<file path="config.mk">
export PLATFORM = sky130hd
export DESIGN_NAME = dlfloat_operand_seq
export DESIGN_NICKNAME = d
export VERILOG_FILES = /design/src/rtl/dlfloat_operand_seq.sv
export SDC_FILE = /design/constraint.sdc
export NUM_CORES = 1
export LEC_CHECK = 0
export BUFFER_PORTS_ARGS = -buffer_cell sky130_fd_sc_hd__buf_2
export CAP_MARGIN = 40
export CORE_ASPECT_RATIO = 1.2
export CORE_MARGIN = 2
export CORE_UTILIZATION = 45
export CTS_CLUSTER_DIAMETER = 80
export DETAILED_ROUTE_END_ITERATION = 6
export GPL_TIMING_DRIVEN = 0
export PLACE_DENSITY = 0.64
export SYNTH_ARGS = -nofsm -noshare
export SYNTH_HDL_FRONTEND = slang
export SYNTH_SLANG_ARGS = --single-unit
export TNS_END_PERCENT = 1
</file>
<file path="constraint.sdc">
create_clock -name clk -period 3 [get_ports clk]
set_input_delay 0.45 -clock clk [delete_from_list [all_inputs] [get_ports clk]]
set_output_delay 0.45 -clock clk [all_outputs]
set_load 0.01 [all_outputs]
</file>
<file path="src/rtl/dlfloat_operand_seq.sv">
// Pairs an alternating A/B DLFloat16 word stream into operand pairs, tags vector
// boundaries (first/last) and buffers them in a first-word-fall-through FIFO for a MAC.
module dlfloat_operand_seq #(
  parameter int DEPTH = 4
) (
  input  logic                     clk,
  input  logic                     rst_n,
  input  logic                     clr,
  input  logic [15:0]              data_in,
  input  logic                     in_valid,
  output logic                     in_ready,
  input  logic [3:0]               vec_len,
  output logic [15:0]              op_a,
  output logic [15:0]              op_b,
  output logic                     op_valid,
  input  logic                     op_ready,
  output logic                     op_first,
  output logic                     op_last,
  output logic                     op_zero,
  output logic [$clog2(DEPTH):0]   fifo_level
);
  localparam int AW = $clog2(DEPTH);
  localparam int LW = AW + 1;

  typedef enum logic {WAIT_A, WAIT_B} state_t;

  typedef struct packed {
    logic [15:0] a;
    logic [15:0] b;
    logic        first;
    logic        last;
  } pair_t;

  state_t        state_q, state_d;
  logic [15:0]   temp_q, temp_d;
  logic [3:0]    idx_q, idx_d;
  logic [4:0]    len_q, len_d;
  logic [AW-1:0] wr_ptr_q, wr_ptr_d, rd_ptr_q, rd_ptr_d;
  logic [LW-1:0] level_q, level_d;
  pair_t         mem_q [DEPTH];

  logic  full, accept, push, pop, is_last;
  pair_t head, wr_pair;

  always_comb begin
    state_d  = state_q;
    temp_d   = temp_q;
    idx_d    = idx_q;
    len_d    = len_q;
    wr_ptr_d = wr_ptr_q;
    rd_ptr_d = rd_ptr_q;
    level_d  = level_q;

    full     = (level_q == LW'(DEPTH));
    // Only a B word needs a free slot; an A word just lands in the temp register.
    in_ready = !rst_n || (!clr && !((state_q == WAIT_B) && full));
    accept   = in_valid && in_ready;
    push     = accept && (state_q == WAIT_B);
    op_valid = rst_n && (level_q != '0);
    pop      = op_valid && op_ready;
    head     = mem_q[rd_ptr_q];

    is_last  = ({1'b0, idx_q} == (len_q - 5'd1));
    wr_pair  = '{a: temp_q, b: data_in, first: (idx_q == 4'd0), last: is_last};

    case (state_q)
      WAIT_A: if (accept) begin
        temp_d  = data_in;
        state_d = WAIT_B;
        if (idx_q == 4'd0) len_d = (vec_len == 4'd0) ? 5'd16 : {1'b0, vec_len};
      end
      WAIT_B: if (accept) begin
        state_d  = WAIT_A;
        wr_ptr_d = wr_ptr_q + AW'(1);
        idx_d    = is_last ? 4'd0 : idx_q + 4'd1;
      end
      default: state_d = WAIT_A;
    endcase

    if (pop) rd_ptr_d = rd_ptr_q + AW'(1);

    case ({push, pop})
      2'b10:   level_d = level_q + LW'(1);
      2'b01:   level_d = level_q - LW'(1);
      default: level_d = level_q;
    endcase

    if (clr) begin
      state_d  = WAIT_A;
      temp_d   = '0;
      idx_d    = '0;
      wr_ptr_d = '0;
      rd_ptr_d = '0;
      level_d  = '0;
    end

    op_a       = op_valid ? head.a : '0;
    op_b       = op_valid ? head.b : '0;
    op_first   = op_valid && head.first;
    op_last    = op_valid && head.last;
    op_zero    = op_valid && ((head.a[14:0] == '0) || (head.b[14:0] == '0));
    fifo_level = level_q;
  end

  always_ff @(posedge clk) begin
    if (!rst_n) begin
      state_q  <= WAIT_A;
      temp_q   <= '0;
      idx_q    <= '0;
      len_q    <= 5'd16;
      wr_ptr_q <= '0;
      rd_ptr_q <= '0;
      level_q  <= '0;
    end else begin
      state_q  <= state_d;
      temp_q   <= temp_d;
      idx_q    <= idx_d;
      len_q    <= len_d;
      wr_ptr_q <= wr_ptr_d;
      rd_ptr_q <= rd_ptr_d;
      level_q  <= level_d;
    end
  end

  // Storage needs no reset: level/pointers gate everything read out of it.
  always_ff @(posedge clk) begin
    if (rst_n && push) mem_q[wr_ptr_q] <= wr_pair;
  end

endmodule

</file>
==> impl_metrics.toml <==
[floorplan]
fp.dieH_um = 139
design.core.area_sq_mm = 0.0149
die_area_sq_mm = 0.0161
ios = 65
fp.dieW_um = 116
initial_utilization = 0.457
row_count = 49

[global_routing]
grt_pass1_wl_um = 20900
antenna_found_initial = 0
grt_max_degree = 21
overflow = 0
grt_pass1_vias = 3865
grtUsageTotal = 0.179

[place]
hpwlAfterDp_um = 8920
dpl_worst_slack_ps = -283
globalplace.congestion = 0.748
dp_cells = 671
port_buffers = 64

[power_and_ir_drop]
power_density_mw_per_mm2 = 597
irDropWorstVdd_v = 0.000336
intPower_w = 0.00393
p_switching_w = 0.000900
swShare = 0.186
p_leak_nw = 2.80
pwr-share-clk = 0.439
pwr-share-comb = 0.027
seqPwrFrac = 0.534

[logic_synthesis]
yosysSeqAreaShare = 0.703
synthesis.nets = 435
avgSynthCellArea_sq_um = 17.1
muxShareOfSynthArea = 0.142
ys.flop_type = "edfxtp_1"
ys_warn_count = 0
async_reset_ff_frac = 0
synthSimpleGateAreaFrac = 0.0843
synth_edf_count = 136
synth_top_family_by_area = "multiplexers"
synthDistinctLibCells = 37
synth_compound_area_frac = 0.0141
synth-xor-area-share = 0.0129
synth_cells = 399
synth.ff_latch_count = 171
synth_area_sq_mm = 0.00681
synthAdderAreaFrac = 0.0213

[routing]
via_per_inst = 5.17
drc = 0
wl_um = 13200
drt_pass1_iterations = 4
drtIter0Drc = 208
vias = 3624
postRouteAntennaNets = 0
wl_per_cell_um = 18.9

[run]
drv_cap = 0

[timing]
hold_viol = 0
finClkSkew_ps = 7.57
layout_setup_ws_ps = 122
slew_headroom = 0.495
fin_crit_ps = 2880
hold_ws_ps = 265
clock.fmax_ghz = 0.347
worstMarginPinSlew_ps = 758
drv_slew = 0
post-route-period-util = 0.959
rsz0062_at_grt = "true"
finalSetupViolCount = 0
tns_ps = 0

[setup_path]
rrSetupSlack_ps = 260
crit_path_end_kind = "primary output"
reg2regPathDepth = 12
worstReg2RegStart = "fifo_level[2]"
cp.required_ps = 2550
crit_buf_inv = 3
cpMaxStageDelayCell = "mux4_2"
critPathCapture = "op_zero"
start_kind = "flop"
cp.arrival_ps = 2430
timing.rr.end = "fifo_level[2]"
crit_family = "multiplexers"
path_cells = "buf_6 > buf_12 > mux4_2 > nor4_2 > nand4_1 > a21boi_1 > buf_2"
slowest_delay_ps = 550
cp_max_fo = 10
critical_path_depth = 7
timing_worst_setup_path_type = "reg2out"

[cts]
cts_max_path_buffers = 2
htreeDepth = 4
cts_buffers = 17
path_clk_slew_ps = 60
clock_latency_ps = 410
cts_root_buf = "clkbuf_16"
cts_tree = "yes"
cts.sinks = 171

[final_layout]
stdcell_count = 701
final_util = 0.543
finalNetCount = 520
n_antenna_cell = 0
multi_input_comb_area_sq_mm = 0.00190
layout-drive-gt1-share = 0.294
seq_area_sq_mm = 0.00478
area_delta_synth_final_pct = 18.9
fill_cells = 1218

[run_status]
status = "complete, no violations"

[hold_path]
hold_class = "in2reg"
## metrics by stage
stage	cell area, sq um	power, W
6_report	8090	0.00483
3_5_place_dp	7480	0.00276
2_1_floorplan	6810	0.00270
5_1_grt	8090	0.00500
4_1_cts	8080	0.00488
3_3_place_gp	7380	0.00275
## how the worst min path moves through the flow
stage,from,slack [ps],endpoint,depth (start not counted)
after floorplan,temp_q[0],460,mem_q[0][18],0
after global placement,temp_q[14],470,mem_q[2][32],0
after detailed placement,temp_q[2],490,mem_q[2][20],0
after CTS,data_in[12],250,mem_q[2][14],1
after global routing,data_in[0],250,mem_q[2][2],1
final,data_in[12],260,mem_q[2][14],1
## layer usage
layer	part of all wire	up-vias	GRT usage
met5	0	-	0
met1	0.41	1812	0.229
met4	0.015	0	0.0689
met2	0.51	104	0.295
met3	0.060	17	0.0441
li1	-	1691	-
## sequential cells by signal, summed over array words and instances, names as in the netlist, named ones only
signal / count
fifo_level: 3
state_q: 1
len_q: 5
mem_q: 136
wr_ptr_q: 2
temp_q: 16
rd_ptr_q: 2
idx_q: 4
## repair_timing
item                                    CTS  global route
pin swaps                                 0             0
hold buffers                              0             0
setup buffers                             0             0
resized for setup                         7             5
endpoints found under the setup margin    3             2
## power groups by stage
| stage | clock (W) | sequential (W) | combinational (W) |
|---|---|---|---|
| 4_1_cts | 0.00217 | 0.00258 | 0.000133 |
| 3_3_place_gp | 0 | 0.00263 | 0.000127 |
| 5_1_grt | 0.00227 | 0.00258 | 0.000146 |
| 2_1_floorplan | 0 | 0.00263 | 0.0000764 |
| 6_report | 0.00212 | 0.00258 | 0.000130 |
| 3_5_place_dp | 0 | 0.00263 | 0.000131 |
## worst register-to-register path: stages (launching register included)
cell	delay, ps
dfxtp_1	380
nand2_1	70
nor3_1	130
o21ai_0	120
and2_1	230
ha_1	320
inv_2	160
ha_1	200
inv_1	60
fa_1	370
xor2_1	160
or3_1	320
a21oi_1	160
## logic make-up (layout without fill, tap and decap cells)
kind of cell	Yosys count	after routing
AOI/OAI and AO/OA	15	15
buffers and inverters	32	130
adders and majority gates	11	11
muxes	54	54
DFF	171	171
and+or+nand+nor	106	106
xor gates and xnor gates	10	10
## placed cells by master, fill, tap and decap left out, types with 2 or more instances in the layout
cell type and instances:
nand2_1 8, xor2_1 6, nor2_1 28, dfxtp_1 35
and2_1 37, nand4b_1 2, clkinv_2 2, ha_1 10
nand3_1 5, buf_6 3, nor4_2 2, nand4_1 2
mux2i_1 20, o21ai_0 2, clkbuf_1 13, clkbuf_8 4
and3_2 4, buf_12 4, edfxtp_1 136, nor3_1 5
buf_4 2, nor4_1 4, bufinv_16 2, a31oi_1 2
a21oi_1 6, xnor2_1 4, buf_2 66, nor2b_1 4
clkbuf_16 17, inv_1 11, mux4_2 34
## final cells by class
type / count / share of cell area
clock buffers: 25 / 0.0612
plain buffers: 18 / 0.0148
clock inverters: 7 / 0.0111
multi-input cells: 196 / 0.234
well taps: 204 / 0.0315
flip-flops and latches: 171 / 0.591
inverters: 12 / 0.00557
repair buffers: 68 / 0.0504
## synthesized netlist by cell type, types with 2 or more instances
master | number | share of area
a31oi_1 | 2 | 0.0018
nor3_1 | 5 | 0.0037
inv_1 | 12 | 0.0066
edfxtp_1 | 136 | 0.60
xnor2_1 | 4 | 0.0051
nor2_1 | 28 | 0.015
nand2_1 | 8 | 0.0044
clkbuf_1 | 11 | 0.0061
o21ai_0 | 2 | 0.0015
buf_1 | 3 | 0.0017
a21oi_1 | 6 | 0.0044
nand4_1 | 2 | 0.0018
and2_1 | 37 | 0.034
mux4_2 | 34 | 0.11
dfxtp_1 | 35 | 0.10
and3_1 | 4 | 0.0037
nor4_1 | 6 | 0.0055
nand4b_1 | 2 | 0.0026
buf_6 | 2 | 0.0033
nand3_1 | 5 | 0.0037
ha_1 | 10 | 0.018
mux2i_1 | 20 | 0.029
xor2_1 | 6 | 0.0077
buf_2 | 3 | 0.0022
nor2b_1 | 4 | 0.0037
(Power assumes the default switching activity.)
